$ cat config.mk
export PLATFORM = sky130hd
export DESIGN_NAME = afe_ro_buf_ctrl_flat
export DESIGN_NICKNAME = d
export VERILOG_FILES = /design/src/rtl/afe_ro_pkg.sv /design/src/rtl/afe_ro_buf_ctrl_if.sv /design/src/rtl/afe_ro_sat_cnt.sv /design/src/rtl/afe_ro_buf_ctrl.sv /design/src/flat_wrapper.sv
export SDC_FILE = /design/constraint.sdc
export NUM_CORES = 1
export LEC_CHECK = 0
export CAP_MARGIN = 40
export CORE_ASPECT_RATIO = 0.7
export CORE_UTILIZATION = 25
export DETAILED_ROUTE_END_ITERATION = 7
export PLACE_DENSITY = 0.6
export RECOVER_POWER = 50
export SYNTH_ARGS = -nofsm -noshare
export SYNTH_HDL_FRONTEND = slang
export SYNTH_SLANG_ARGS = --single-unit
$ cat constraint.sdc
create_clock -name clk_i -period 6.7 [get_ports clk_i]
set_clock_uncertainty 0.1 [all_clocks]
set_input_delay 1.34 -clock clk_i [delete_from_list [all_inputs] [get_ports clk_i]]
set_output_delay 1.34 -clock clk_i [all_outputs]
set_load 0.01 [all_outputs]
$ cat src/rtl/afe_ro_pkg.sv
`default_nettype none
// ============================================================================
// Module      : afe_ro_pkg
// Description : Shared types and helpers for the AFE readout buffer
//               controller: buffer depth helper, default pointer/fill types
//               and the per-cycle SRAM access decision encoding.
// Revision    : 1.0 - initial release
// ============================================================================
package afe_ro_pkg;

    // Default geometry. Parameterised instances derive their own widths
    // from ADDR_WIDTH through afe_ro_depth().
    localparam int AFE_RO_ADDR_WIDTH = 10;
    localparam int AFE_RO_DEPTH      = 2 ** AFE_RO_ADDR_WIDTH;

    typedef logic [AFE_RO_ADDR_WIDTH-1:0] afe_ro_ptr_t;
    typedef logic [AFE_RO_ADDR_WIDTH:0]   afe_ro_fill_t;

    // One decision per cycle, listed in priority order.
    typedef enum logic [2:0] {
        CLEAR = 3'd0,
        WRITE = 3'd1,
        DROP  = 3'd2,
        READ  = 3'd3,
        IDLE  = 3'd4
    } afe_ro_dec_e;

    // Buffer depth for a given SRAM address width.
    function automatic int afe_ro_depth(input int addr_width);
        return 1 << addr_width;
    endfunction

endpackage
`default_nettype wire

$ cat src/rtl/afe_ro_buf_ctrl_if.sv
`default_nettype none
// ============================================================================
// Module      : afe_ro_buf_ctrl_if
// Description : Single-port readout SRAM bus (active-low CEN/WEN, 1-cycle
//               read latency).
//               master : controller side (drives cen/wen/addr/wdata)
//               slave  : memory side (returns rdata)
// Revision    : 1.0 - initial release
// ============================================================================
interface afe_ro_buf_ctrl_if #(
    parameter int AFE_DATA_WIDTH = 32,
    parameter int ADDR_WIDTH     = 10
) ();

    logic                      sram_cen;
    logic                      sram_wen;
    logic [ADDR_WIDTH-1:0]     sram_addr;
    logic [AFE_DATA_WIDTH-1:0] sram_wdata;
    logic [AFE_DATA_WIDTH-1:0] sram_rdata;

    modport master (
        output sram_cen,
        output sram_wen,
        output sram_addr,
        output sram_wdata,
        input  sram_rdata
    );

    modport slave (
        input  sram_cen,
        input  sram_wen,
        input  sram_addr,
        input  sram_wdata,
        output sram_rdata
    );

endinterface
`default_nettype wire

$ cat src/rtl/afe_ro_sat_cnt.sv
`default_nettype none
// ============================================================================
// Module      : afe_ro_sat_cnt
// Description : Up-counter that sticks at all-ones, with synchronous clear.
//   clk_i   : clock
//   rst_i   : asynchronous active-high reset
//   clear_i : synchronous clear (wins over inc_i)
//   inc_i   : increment request
//   cnt_o   : current count
// Revision    : 1.0 - initial release
// ============================================================================
module afe_ro_sat_cnt #(
    parameter int WIDTH = 16
) (
    input  wire logic             clk_i,
    input  wire logic             rst_i,
    input  wire logic             clear_i,
    input  wire logic             inc_i,
    output logic      [WIDTH-1:0] cnt_o
);

    logic [WIDTH-1:0] cnt_d;
    logic [WIDTH-1:0] cnt_q;

    always_comb begin
        cnt_d = cnt_q;
        if (clear_i) begin
            cnt_d = '0;
        end else if (inc_i && (cnt_q != '1)) begin
            cnt_d = cnt_q + WIDTH'(1);
        end
    end

    always_ff @(posedge clk_i or posedge rst_i) begin
        if (rst_i) begin
            cnt_q <= '0;
        end else begin
            cnt_q <= cnt_d;
        end
    end

    assign cnt_o = cnt_q;

endmodule
`default_nettype wire

$ cat src/rtl/afe_ro_buf_ctrl.sv
`default_nettype none
// ============================================================================
// Module      : afe_ro_buf_ctrl
// Description : Writes the non-stallable AFE sample stream into a single-port
//               SRAM used as a circular FIFO and serves a host read
//               request/grant port. Writes always win the single SRAM slot.
//   clk_i, rst_i      : clock, asynchronous active-high reset
//   clear_i           : synchronous flush of pointers, fill, flags, counters
//   afe_valid_i/data  : sample strobe and sample
//   rd_req_i          : host read request
//   rd_gnt_o          : read accepted this cycle
//   rd_valid_o/data_o : read data, one cycle after the grant
//   wm_i / irq_wm_o   : watermark level / one-cycle crossing pulse
//   fill_o, empty_o, full_o, overflow_o, drop_cnt_o : status
//   sram              : SRAM bus (master side)
// Revision    : 1.0 - initial release
// ============================================================================
module afe_ro_buf_ctrl
    import afe_ro_pkg::*;
#(
    parameter int AFE_DATA_WIDTH = 32,
    parameter int ADDR_WIDTH     = 10,
    parameter int DROP_CNT_WIDTH = 16
) (
    input  wire logic                      clk_i,
    input  wire logic                      rst_i,
    input  wire logic                      clear_i,
    input  wire logic                      afe_valid_i,
    input  wire logic [AFE_DATA_WIDTH-1:0] afe_data_i,
    input  wire logic                      rd_req_i,
    output logic                           rd_gnt_o,
    output logic                           rd_valid_o,
    output logic      [AFE_DATA_WIDTH-1:0] rd_data_o,
    input  wire logic [ADDR_WIDTH:0]       wm_i,
    output logic                           irq_wm_o,
    output logic      [ADDR_WIDTH:0]       fill_o,
    output logic                           empty_o,
    output logic                           full_o,
    output logic                           overflow_o,
    output logic      [DROP_CNT_WIDTH-1:0] drop_cnt_o,
    afe_ro_buf_ctrl_if.master              sram
);

    localparam logic [ADDR_WIDTH:0]   FULL_LEVEL = (ADDR_WIDTH+1)'(afe_ro_depth(ADDR_WIDTH));
    localparam logic [ADDR_WIDTH:0]   FILL_ONE   = (ADDR_WIDTH+1)'(1);
    localparam logic [ADDR_WIDTH-1:0] PTR_ONE    = ADDR_WIDTH'(1);

    afe_ro_dec_e             dec;

    logic [ADDR_WIDTH-1:0]   wptr_d, wptr_q;
    logic [ADDR_WIDTH-1:0]   rptr_d, rptr_q;
    logic [ADDR_WIDTH:0]     fill_d, fill_q;
    logic                    ovf_d, ovf_q;
    logic                    irq_d, irq_q;
    logic                    rd_valid_d, rd_valid_q;
    logic                    empty;
    logic                    full;

    assign empty = (fill_q == '0);
    assign full  = (fill_q == FULL_LEVEL);

    // Per-cycle decision. Reset forces IDLE so the combinational SRAM
    // controls fall back to their reset values immediately, without
    // waiting for a clock edge.
    always_comb begin
        dec = IDLE;
        if (rst_i) begin
            dec = IDLE;
        end else if (clear_i) begin
            dec = CLEAR;
        end else if (afe_valid_i) begin
            // A sample always claims the cycle; a pending read waits even
            // when the sample itself has to be dropped.
            dec = full ? DROP : WRITE;
        end else if (rd_req_i && !empty) begin
            dec = READ;
        end
    end

    always_comb begin
        sram.sram_cen   = 1'b1;
        sram.sram_wen   = 1'b1;
        sram.sram_addr  = '0;
        sram.sram_wdata = '0;
        case (dec)
            WRITE: begin
                sram.sram_cen   = 1'b0;
                sram.sram_wen   = 1'b0;
                sram.sram_addr  = wptr_q;
                sram.sram_wdata = afe_data_i;
            end
            READ: begin
                sram.sram_cen   = 1'b0;
                sram.sram_addr  = rptr_q;
            end
            default: ;
        endcase
    end

    always_comb begin
        wptr_d     = wptr_q;
        rptr_d     = rptr_q;
        fill_d     = fill_q;
        ovf_d      = ovf_q;
        irq_d      = 1'b0;
        rd_valid_d = 1'b0;
        case (dec)
            CLEAR: begin
                wptr_d = '0;
                rptr_d = '0;
                fill_d = '0;
                ovf_d  = 1'b0;
            end
            WRITE: begin
                // Pointers are exactly ADDR_WIDTH bits, so D-1 wraps to 0.
                wptr_d = wptr_q + PTR_ONE;
                fill_d = fill_q + FILL_ONE;
                // Crossing from wm-1 to wm; a zero watermark never fires.
                irq_d  = (wm_i != '0) && ((fill_q + FILL_ONE) == wm_i);
            end
            DROP: begin
                ovf_d = 1'b1;
            end
            READ: begin
                rptr_d     = rptr_q + PTR_ONE;
                fill_d     = fill_q - FILL_ONE;
                rd_valid_d = 1'b1;
            end
            default: ;
        endcase
    end

    always_ff @(posedge clk_i or posedge rst_i) begin
        if (rst_i) begin
            wptr_q     <= '0;
            rptr_q     <= '0;
            fill_q     <= '0;
            ovf_q      <= 1'b0;
            irq_q      <= 1'b0;
            rd_valid_q <= 1'b0;
        end else begin
            wptr_q     <= wptr_d;
            rptr_q     <= rptr_d;
            fill_q     <= fill_d;
            ovf_q      <= ovf_d;
            irq_q      <= irq_d;
            rd_valid_q <= rd_valid_d;
        end
    end

    afe_ro_sat_cnt #(
        .WIDTH (DROP_CNT_WIDTH)
    ) u_drop_cnt (
        .clk_i   (clk_i),
        .rst_i   (rst_i),
        .clear_i (dec == CLEAR),
        .inc_i   (dec == DROP),
        .cnt_o   (drop_cnt_o)
    );

    assign rd_gnt_o   = (dec == READ);
    // A flush in the cycle the data returns discards that data.
    assign rd_valid_o = rd_valid_q & ~clear_i;
    assign rd_data_o  = sram.sram_rdata;
    assign irq_wm_o   = irq_q;
    assign fill_o     = fill_q;
    assign empty_o    = empty;
    assign full_o     = full;
    assign overflow_o = ovf_q;

endmodule
`default_nettype wire

$ cat src/flat_wrapper.sv
// flat-port wrapper written by rule: the top's interface ports become plain ports
module afe_ro_buf_ctrl_flat import afe_ro_pkg::*;
#(
    parameter int AFE_DATA_WIDTH = 32,
    parameter int ADDR_WIDTH     = 10,
    parameter int DROP_CNT_WIDTH = 16
)
  (clk_i, rst_i, clear_i, afe_valid_i, afe_data_i, rd_req_i, rd_gnt_o, rd_valid_o, rd_data_o, wm_i, irq_wm_o, fill_o, empty_o, full_o, overflow_o, drop_cnt_o, sram_sram_cen, sram_sram_wen, sram_sram_addr, sram_sram_wdata, sram_sram_rdata);
  afe_ro_buf_ctrl_if #(.AFE_DATA_WIDTH(AFE_DATA_WIDTH), .ADDR_WIDTH(ADDR_WIDTH)) sram_i ();
  input  wire logic clk_i;
  input  wire logic rst_i;
  input  wire logic clear_i;
  input  wire logic afe_valid_i;
  input  wire logic [AFE_DATA_WIDTH-1:0] afe_data_i;
  input  wire logic rd_req_i;
  output logic rd_gnt_o;
  output logic rd_valid_o;
  output logic      [AFE_DATA_WIDTH-1:0] rd_data_o;
  input  wire logic [ADDR_WIDTH:0] wm_i;
  output logic irq_wm_o;
  output logic      [ADDR_WIDTH:0] fill_o;
  output logic empty_o;
  output logic full_o;
  output logic overflow_o;
  output logic      [DROP_CNT_WIDTH-1:0] drop_cnt_o;
  output wire logic [$bits(sram_i.sram_cen)-1:0] sram_sram_cen;
  output wire logic [$bits(sram_i.sram_wen)-1:0] sram_sram_wen;
  output wire logic [$bits(sram_i.sram_addr)-1:0] sram_sram_addr;
  output wire logic [$bits(sram_i.sram_wdata)-1:0] sram_sram_wdata;
  input wire logic [$bits(sram_i.sram_rdata)-1:0] sram_sram_rdata;
  assign sram_sram_cen = sram_i.sram_cen;
  assign sram_sram_wen = sram_i.sram_wen;
  assign sram_sram_addr = sram_i.sram_addr;
  assign sram_sram_wdata = sram_i.sram_wdata;
  assign sram_i.sram_rdata = sram_sram_rdata;
  afe_ro_buf_ctrl #(.AFE_DATA_WIDTH(AFE_DATA_WIDTH), .ADDR_WIDTH(ADDR_WIDTH), .DROP_CNT_WIDTH(DROP_CNT_WIDTH)) u_core (.clk_i(clk_i), .rst_i(rst_i), .clear_i(clear_i), .afe_valid_i(afe_valid_i), .afe_data_i(afe_data_i), .rd_req_i(rd_req_i), .rd_gnt_o(rd_gnt_o), .rd_valid_o(rd_valid_o), .rd_data_o(rd_data_o), .wm_i(wm_i), .irq_wm_o(irq_wm_o), .fill_o(fill_o), .empty_o(empty_o), .full_o(full_o), .overflow_o(overflow_o), .drop_cnt_o(drop_cnt_o), .sram(sram_i));
endmodule
==> flow_summary.ini, run 1 <==
[sta]
fmax_ghz = 0.176
rsz0062_at_grt = false
report.final.slew_viol_count = 51
max-slew-margin-rel_pct = -87.7
setup_tns_ns = 0
fin_crit_ns = 5.69
finalSetupViolCount = 0
fin_crit_sh_pct = 84.9
setup_slack_ns = 1.01
tightest_slew_ns = 2.82
hold_viol = 0

[logic_synthesis]
async_reset_ff_share_pct = 100
synth_seq_cells = 50
synthesis.yosys.warnings = 0
syn_avg_cell_area_um2 = 8.45
syn_inst = 448
ys_seq_area_share_pct = 33.1
synth_cell_types = 62
synth-edff-count = 0
ys.flop_type = dfrtp_1
syn-num-nets = 533
synth_area_mm2 = 0.00378

[die]
initial_core_util_pct = 25.7
ioPinCount = 189
die_w_um = 149
rows = 37
dieArea_mm2 = 0.0156
core-area_mm2 = 0.0147
die_h_um = 105

[worst_setup_path]
path_delay_family = buffers and inverters
crit_required_ns = 5.26
worstReg2RegEnd = u_core.irq_wm_o$_DFF_PP0_
end_kind = output port
slowest_stage = a41oi_4
reg2reg_slack_ns = 3.21
max_stage_delay_ns = 0.76
crit_chain = dlygate4sd3_1 > or3b_4 > a41oi_4 > buf_4 > inv_2 > clkdlybuf4s50_1
reg2reg_depth = 8
path_class = in2out
crit-reg2reg-launch = u_core.fill_o[0]$_DFFE_PP0P_
worstPathMaxFanout = 34
cp.arrival_ns = 4.25
worstPathBufferInverterCount = 4
cp-start-kind = input pin

[clock_network]
ctsResizeCount = 0
cts_tree = yes
clock-root-buffer = clkbuf_16
cts.sinks = 50
clk_latency_ns = 0.30
clkTransAtPathRegs_ns = 0.07
clockBufferDepth = 2
cts_setup_buffers = 0
htree_levels = 2
numCtsBuffers = 5
cts_hold_buffers = 0

[worst_hold_path]
worstHoldPathCells = 2
hp-class = reg2reg
hold_path_startpoint = u_core.overflow_o$_DFFE_PP0P_
whs_endpoint = u_core.overflow_o$_DFFE_PP0P_

[global_route]
grt_pass1_wl_mm = 17.7
grt_pass1_vias = 3359
antenna_found_initial = 0
grtUsageTotal_pct = 14.2
globalRoute.totalOverflow = 0
grt_max_degree = 51

[routing]
vias_per_cell = 4.98
ant_nets = 0
drc_errors = 0
drt-total-wl_mm = 11.1
vias = 3613
wire_per_inst_um = 15.4
dr.pass1.iters = 5
drt_iter0_markers = 240

[place]
port-buffer-count = 124
place_congestion = 0.785
place_area_mm2 = 0.00491
pre_cts_ws_ns = 1.03
hpwlAfterDp_mm = 8.16

[power]
power.density_mw_per_mm2 = 201
ir_drop_v = 0.000119
p_leak_nw = 1.99

[finish]
area_growth_pct = 33.2
diodes = 0
finalInstanceArea_mm2 = 0.00504
drive_above_1_share_pct = 5.47
fill_cells = 1513
multi_input_area_mm2 = 0.00205
final_util_pct = 34.2
seqCellArea_mm2 = 0.00125
layout.nets = 614

[job]
maxCapViolations = 1

[status]
status = finished, violations left
failed_checks = max-capacitance violations, max-slew violations
==> cells in the mapped netlist, drive strengths merged (5+ instances only) <==
master	instances	share of area, %
ha	5	1.7
o21ai	32	4.2
xor2	7	1.6
a31oi	5	0.83
clkbuf	14	2.4
or3	13	2.1
nor2	28	2.8
nor3	9	1.2
and2	33	5.5
xnor2	17	3.9
dfrtp	50	33
nor4	7	1.6
nand3	23	3.0
a221oi	5	1.2
or4	5	1.1
mux2i	7	1.9
nand4	10	2.0
inv	16	1.6
buf	43	8.7
a22o	7	1.6
a21oi	28	3.7
and3	9	1.5
nand2	36	3.6
==> metal layers <==
metal | GRT usage (%) | part of all wire (%)
met1 | 20.0 | 48
met2 | 21.4 | 45
met3 | 4.02 | 6.2
met4 | 2.99 | 0.94
met5 | 0 | 0
==> worst reg2reg max path, cell delays in order, from the launching register on <==
cell	delay (ns)
dfrtp_1	0.49
inv_1	0.12
ha_1	0.25
nor3b_4	0.21
a41oi_4	0.75
buf_4	0.35
inv_2	0.18
or4_1	0.57
nor4_1	0.36
==> registers in the layout, indices dropped and copies added (netlist names) <==
signal / cells
u_core.fill_o: 11
u_core.irq_wm_o: 1
u_core.overflow_o: 1
u_core.rd_valid_q: 1
u_core.rptr_q: 10
u_core.u_drop_cnt.cnt_o: 16
u_core.wptr_q: 10
==> cells by family (layout without fill, tap and decap cells) <==
kind of cell	Yosys count	after routing	synth area share, %
buffers and inverters	74	156	12.8
muxes	7	7	1.85
adders and majority gates	5	5	1.65
xor gates and xnor gates	24	24	5.55
AOI/OAI and AO/OA	99	99	17.0
DFF	50	50	33.1
and+or+nand+nor	189	189	28.1
==> area by class of cell <==
class                           instances  area share (%)
Inverter                               17            1.27
Tap cell                              195            4.84
Multi-Input combinational cell        324            40.6
Timing Repair Buffer                  131            25.4
Clock inverter                          3           0.497
Sequential cell                        50            24.8
Clock buffer                            5            2.48
==> metrics by stage <==
step           power, mW  hold slack, ns  cells
3_3_place_gp       0.743           0.403    716
6_report            1.01           0.415    725
2_1_floorplan      0.650           0.379    448
4_1_cts             1.02           0.434    725
5_1_grt             1.07           0.431    725
3_5_place_dp       0.752           0.415    717
==> worst max-delay path by stage <==
| stage | start | endpoint | slack (ns) | depth (start not counted) |
|---|---|---|---|---|
| finish | rst_i | sram_sram_wen | 1.01 | 6 |
| floorplan | afe_valid_i | sram_sram_addr[0] | 2.36 | 6 |
| global route | rst_i | sram_sram_wen | 0.84 | 6 |
| CTS | afe_valid_i | sram_sram_wen | 1.02 | 6 |
| global placement | afe_valid_i | sram_sram_wen | 1.14 | 6 |
| detailed placement | afe_valid_i | sram_sram_wen | 1.03 | 6 |
==> cells in the final DEF, fill, tap and decap left out, drive strengths merged, types with 3 or more instances in the layout <==
cell type	instances
clkbuf	8
xnor2	17
dfrtp	50
and4	3
nand3	23
nor3	9
o21ai	32
nand4	10
xor2	7
clkinv	3
a31oi	5
mux2i	7
nor4	7
clkdlybuf4s50	103
and3	9
a221oi	5
ha	5
nand2	36
a22o	7
and2	33
a21oi	28
inv	16
or2	3
dlygate4sd3	21
buf	4
nor2	28
or3	13
or4	5
==> report_power, final <==
group          internal, mW  switching [mW]
sequential            0.326          0.0680
clock                 0.141           0.127
combinational         0.170           0.180
total                 0.636           0.375
No activity file was read; power rests on OpenSTA's default activity.
==> run 2: changes to the inputs <==
- PLACE_DENSITY: 0.6 -> 0.62
- clock period: 6.7 -> 5 ns (I/O delays scaled with it)
==> run 2 against run 1 <==
Net effect: the run still ends with max-capacitance violations, max-slew violations left; design area is 1.3% higher; combinational power increased by 38%; sequential share of layout area down 0.32 points; critical endpoint is now sram_sram_addr[4]; largest cell class unchanged.
==> flow_summary.ini, run 2 (synthesis results as in run 1) <==
[status]
status = finished, violations left
failed_checks = max-capacitance violations, max-slew violations

[sta]
fin_crit_ns = 4.46
fin_crit_sh_pct = 89.2
report.final.slew_viol_count = 51
rsz0062_at_grt = false
tightest_slew_ns = 2.79
setup_tns_ns = 0
fmax_ghz = 0.224
hold_viol = 0
max-slew-margin-rel_pct = -85.9
finalSetupViolCount = 0

[clock_network]
numCtsBuffers = 5
clk_latency_ns = 0.30
cts_setup_buffers = 0
htree_levels = 2
ctsResizeCount = 0
clockBufferDepth = 2
clkTransAtPathRegs_ns = 0.07
clock-root-buffer = clkbuf_16
cts_tree = yes
cts.sinks = 50
cts_hold_buffers = 0

[routing]
ant_nets = 0
dr.pass1.iters = 5
vias = 3595
drc_errors = 0
drt_iter0_markers = 263
drt-total-wl_mm = 11.1
wire_per_inst_um = 15.3
vias_per_cell = 4.94

[global_route]
met3_usage_pct = 3.45
antenna_found_initial = 0
grt_use_met1_pct = 20.4
grt_pass1_vias = 3361
grt_most_used_layer = met2
grt_pass1_wl_mm = 18.0
globalRoute.totalOverflow = 0
grtUsageTotal_pct = 14.4
grt_max_degree = 62
met2_usage_pct = 21.8

[worst_setup_path]
worstReg2RegEnd = u_core.irq_wm_o$_DFF_PP0_
cp.arrival_ns = 3.36
worstPathMaxFanout = 61
max_stage_delay_ns = 0.66
reg2reg_depth = 10
path_class = in2out
crit-reg2reg-launch = u_core.fill_o[0]$_DFFE_PP0P_
crit_chain = dlygate4sd3_1 > or3b_4 > a41oi_4 > buf_12 > nand2_1 > o21ai_0 > clkdlybuf4s50_1
reg2reg_slack_ns = 1.96
crit_required_ns = 3.90
end_kind = output port
cp-start-kind = input pin
slowest_stage = dlygate4sd3_1

[finish]
final_common_cell = clkdlybuf4s50_1
finalInstanceArea_mm2 = 0.00510
fill_cells = 1530
drive_above_1_share_pct = 6.20
final_util_pct = 34.7
area_growth_pct = 34.9
diodes = 0
final_cell_mix = clkdlybuf4s50_1, dfrtp_1, nand2_1
layout.nets = 616
largest_reg_flops = 16

[power]
pwr-share-seq_pct = 37.2
power.density_mw_per_mm2 = 278
ir_drop_v = 0.000123
power.clock.fraction_pct = 28.7
switching_share_pct = 35.2
p_sw_mw = 0.498
p_int_mw = 0.919
p_leak_nw = 2.03
power_mw = 1.42
pwr-share-comb_pct = 34.1

[worst_hold_path]
worstHoldPathCells = 2
hold_path_startpoint = u_core.overflow_o$_DFFE_PP0P_
whs_endpoint = u_core.overflow_o$_DFFE_PP0P_
hp-class = reg2reg

[place]
place_area_mm2 = 0.00494
hpwlAfterDp_mm = 8.34
port-buffer-count = 124
place_congestion = 0.804

[die]
rows = 37
core-area_mm2 = 0.0147
initial_core_util_pct = 25.7
dieArea_mm2 = 0.0156
ioPinCount = 189
die_w_um = 149
die_h_um = 105

[job]
maxCapViolations = 1
[run 2: final cells by class]
| type | count | area [um^2] | area share [%] |
|---|---|---|---|
| multi-input cells | 324 | 2050 | 40.1 |
| clock buffers | 5 | 125 | 2.45 |
| flip-flops and latches | 50 | 1250 | 24.5 |
| inverters | 17 | 63.8 | 1.25 |
| well taps | 195 | 244 | 4.78 |
| clock inverters | 3 | 47.5 | 0.931 |
| repair buffers | 133 | 1330 | 26.0 |
[run 2: per-stage QoR]
step | hold WS, ns | setup slack [ns] | cells
5_1_grt | 0.447 | 0.280 | 727
2_1_floorplan | 0.379 | 1.34 | 448
4_1_cts | 0.430 | 0.582 | 727
3_3_place_gp | 0.414 | 0.622 | 718
3_5_place_dp | 0.412 | 0.589 | 719
6_report | 0.411 | 0.541 | 727
[run 2: per-layer routing]
layer  up-vias  wire length (um)
li1       1728                 -
met1      1737              5380
met2       114              4990
met3        16               670
met4         0                92
met5         -                 0
[run 2: worst max path at each step]
stage	start	endpoint	slack (ns)	cells after the start
after CTS	afe_valid_i	sram_sram_addr[4]	0.58	7
final	clear_i	sram_sram_addr[4]	0.54	7
after global routing	rst_i	u_core.rptr_q[8]$_DFFE_PP0P_	0.28	3
after detailed placement	afe_valid_i	sram_sram_addr[4]	0.59	7
after global placement	afe_valid_i	sram_sram_addr[4]	0.62	7
after floorplan	afe_valid_i	sram_sram_addr[0]	1.34	6
[run 2: critical path: cells and delay by family]
family,cells,cell delay [ns]
AO/OA/AOI/OAI,2,0.30
buffers and inverters,3,1.50
AND/OR/NAND/NOR,2,0.53
[run 2: power groups by stage]
stage | clock, mW | sequential, mW | combinational [mW]
final | 0.407 | 0.527 | 0.483
after global routing | 0.434 | 0.537 | 0.532
after CTS | 0.420 | 0.526 | 0.488
after detailed placement | 0 | 0.534 | 0.485
after global placement | 0 | 0.533 | 0.477
after floorplan | 0 | 0.486 | 0.385
==> run 3: changes to the inputs <==
--- a/config.mk
+++ b/config.mk
@@ -10,2 +10,3 @@
 export CORE_UTILIZATION = 25
+export CTS_BUF_LIST = sky130_fd_sc_hd__clkbuf_4
 export DETAILED_ROUTE_END_ITERATION = 7
--- a/constraint.sdc
+++ b/constraint.sdc
@@ -4,2 +4,2 @@
 set_output_delay 1 -clock clk_i [all_outputs]
-set_load 0.01 [all_outputs]
+set_load 0.02 [all_outputs]
==> run 3 against run 2 <==
Net effect: cell count unchanged; highest routed layer unchanged; utilization decreased by 0.84 points; critical endpoint unchanged; the flow still finishes with violations (max-capacitance violations, max-slew violations); combinational power increased by 5.6%; fmax decreased by 4.4%.
==> flow_summary.ini, run 3 (synthesis results as in run 1) <==
[worst_setup_path]
reg2reg_slack_ns = 1.95
cp.arrival_ns = 3.56
worstPathBufferInverterCount = 3
end_kind = output port
path_class = in2out
slowest_stage = dlygate4sd3_1
path_delay_family = buffers and inverters
crit_chain = dlygate4sd3_1 > or3b_1 > a41oi_4 > buf_12 > nand2_1 > o21ai_0 > clkdlybuf4s50_1
crit-reg2reg-launch = u_core.fill_o[0]$_DFFE_PP0P_
crit_required_ns = 3.90
worstPathMaxFanout = 61
cp-start-kind = input pin
max_stage_delay_ns = 0.67
reg2reg_depth = 10
worstReg2RegEnd = u_core.fill_o[7]$_DFFE_PP0P_

[finish]
final_common_cell = clkdlybuf4s50_1
area_growth_pct = 31.6
multi_input_area_mm2 = 0.00203
final_util_pct = 33.8
drive_above_1_share_pct = 5.64
diodes = 0
seqCellArea_mm2 = 0.00125
final_cell_mix = clkdlybuf4s50_1, dfrtp_1, nand2_1
layout.nets = 616
fill_cells = 1531
largest_reg_flops = 16

[routing]
ant_nets = 0
vias = 3513
drc_errors = 0
wire_per_inst_um = 15.5
vias_per_cell = 4.83
drt-total-wl_mm = 11.2
dr.pass1.iters = 4
drt_iter0_markers = 165

[sta]
report.final.slew_viol_count = 51
rsz0062_at_grt = false
max-slew-margin-rel_pct = -89.8
finalSetupViolCount = 0
hold_slack_ns = 0.444
hold_viol = 0
setup_slack_ns = 0.336
fin_crit_ns = 4.66
fmax_ghz = 0.214
setup_tns_ns = 0
tightest_slew_ns = 2.85
fin_crit_sh_pct = 93.3

[global_route]
met3_usage_pct = 3.28
globalRoute.totalOverflow = 0
grt_max_degree = 62
grt_most_used_layer = met2
grt_pass1_wl_mm = 17.7
grtUsageTotal_pct = 14.0
grt_use_met1_pct = 19.6
met2_usage_pct = 21.9
grt_pass1_vias = 3420
antenna_found_initial = 0

[die]
die_h_um = 105
initial_core_util_pct = 25.7
core-area_mm2 = 0.0147
rows = 37
die_w_um = 149
dieArea_mm2 = 0.0156
ioPinCount = 189

[power]
power.density_mw_per_mm2 = 252
ir_drop_v = 0.000121
p_leak_nw = 1.96

[clock_network]
clk_latency_ns = 0.39
clockBufferDepth = 2
clock-root-buffer = clkbuf_4
cts_tree = yes
cts_hold_buffers = 0
cts_setup_buffers = 0
cts.sinks = 50
clkTransAtPathRegs_ns = 0.17
numCtsBuffers = 5
htree_levels = 2
ctsResizeCount = 0

[worst_hold_path]
worstHoldPathCells = 2
hold_path_startpoint = u_core.overflow_o$_DFFE_PP0P_
whs_endpoint = u_core.overflow_o$_DFFE_PP0P_
hp-class = reg2reg

[status]
failed_checks = max-capacitance violations, max-slew violations
status = finished, violations left

[place]
pre_cts_ws_ns = 0.500
place_congestion = 0.807
hpwlAfterDp_mm = 8.22
port-buffer-count = 124

[job]
maxCapViolations = 1
run 3: changes by cell type in the layout (fill, tap and decap cells not counted), moves of 5 or more:
cell	previous run	this run
dlygate4sd3_1	21	16
clkbuf_16	5	0
clkbuf_4	0	5
clkdlybuf4s50_1	103	108
run 3: worst register-to-register path: stages, from the launching register on:
cell and delay, ns:
dfrtp_1 0.52, inv_1 0.14, ha_1 0.20, nor3b_1 0.21, buf_4 0.21, nand4_1 0.21
nand2_1 0.16, clkinv_1 0.45, buf_4 0.38, a221oi_1 0.29, a31oi_1 0.07
run 3: how the worst max path moves through the flow:
stage	start	end	slack, ns	cells past startpoint
final	clear_i	sram_sram_addr[4]	0.34	7
after global routing	u_core.fill_o[0]$_DFFE_PP0P_	sram_sram_addr[1]	0.19	9
after CTS	u_core.fill_o[0]$_DFFE_PP0P_	sram_sram_addr[1]	0.44	9
after detailed placement	clear_i	sram_sram_addr[4]	0.50	7
after global placement	afe_valid_i	sram_sram_addr[4]	0.54	7
after floorplan	afe_valid_i	sram_sram_addr[4]	1.19	5
run 3: area by class of cell:
| type | instances | area share (%) |
|---|---|---|
| Multi-Input combinational cell | 324 | 40.8 |
| Timing Repair Buffer | 133 | 26.5 |
| Sequential cell | 50 | 25.1 |
| Tap cell | 195 | 4.90 |
| Inverter | 17 | 1.28 |
| Clock buffer | 5 | 0.754 |
| Clock inverter | 3 | 0.578 |
run 3: metal layers:
metal / part of all wire (%) / wire length [um]
met5: 0 / 0
met4: 0.91 / 102
met3: 5.7 / 644
met2: 45 / 5100
met1: 48 / 5390
run 3: power breakdown:
group / total (mW) / internal [mW] / switching (mW)
clock network: 0.218 / 0.0615 / 0.157
logic: 0.510 / 0.236 / 0.274
registers: 0.526 / 0.437 / 0.0895
total: 1.25 / 0.735 / 0.520
run 3: metrics by stage:
step                cell area [um^2]  cells  total power, mW
floorplan                       3780    448            0.914
global placement                4920    718             1.04
detailed placement              4940    719             1.05
CTS                             5000    727             1.28
global route                    4980    727             1.34
finish                          4980    727             1.25
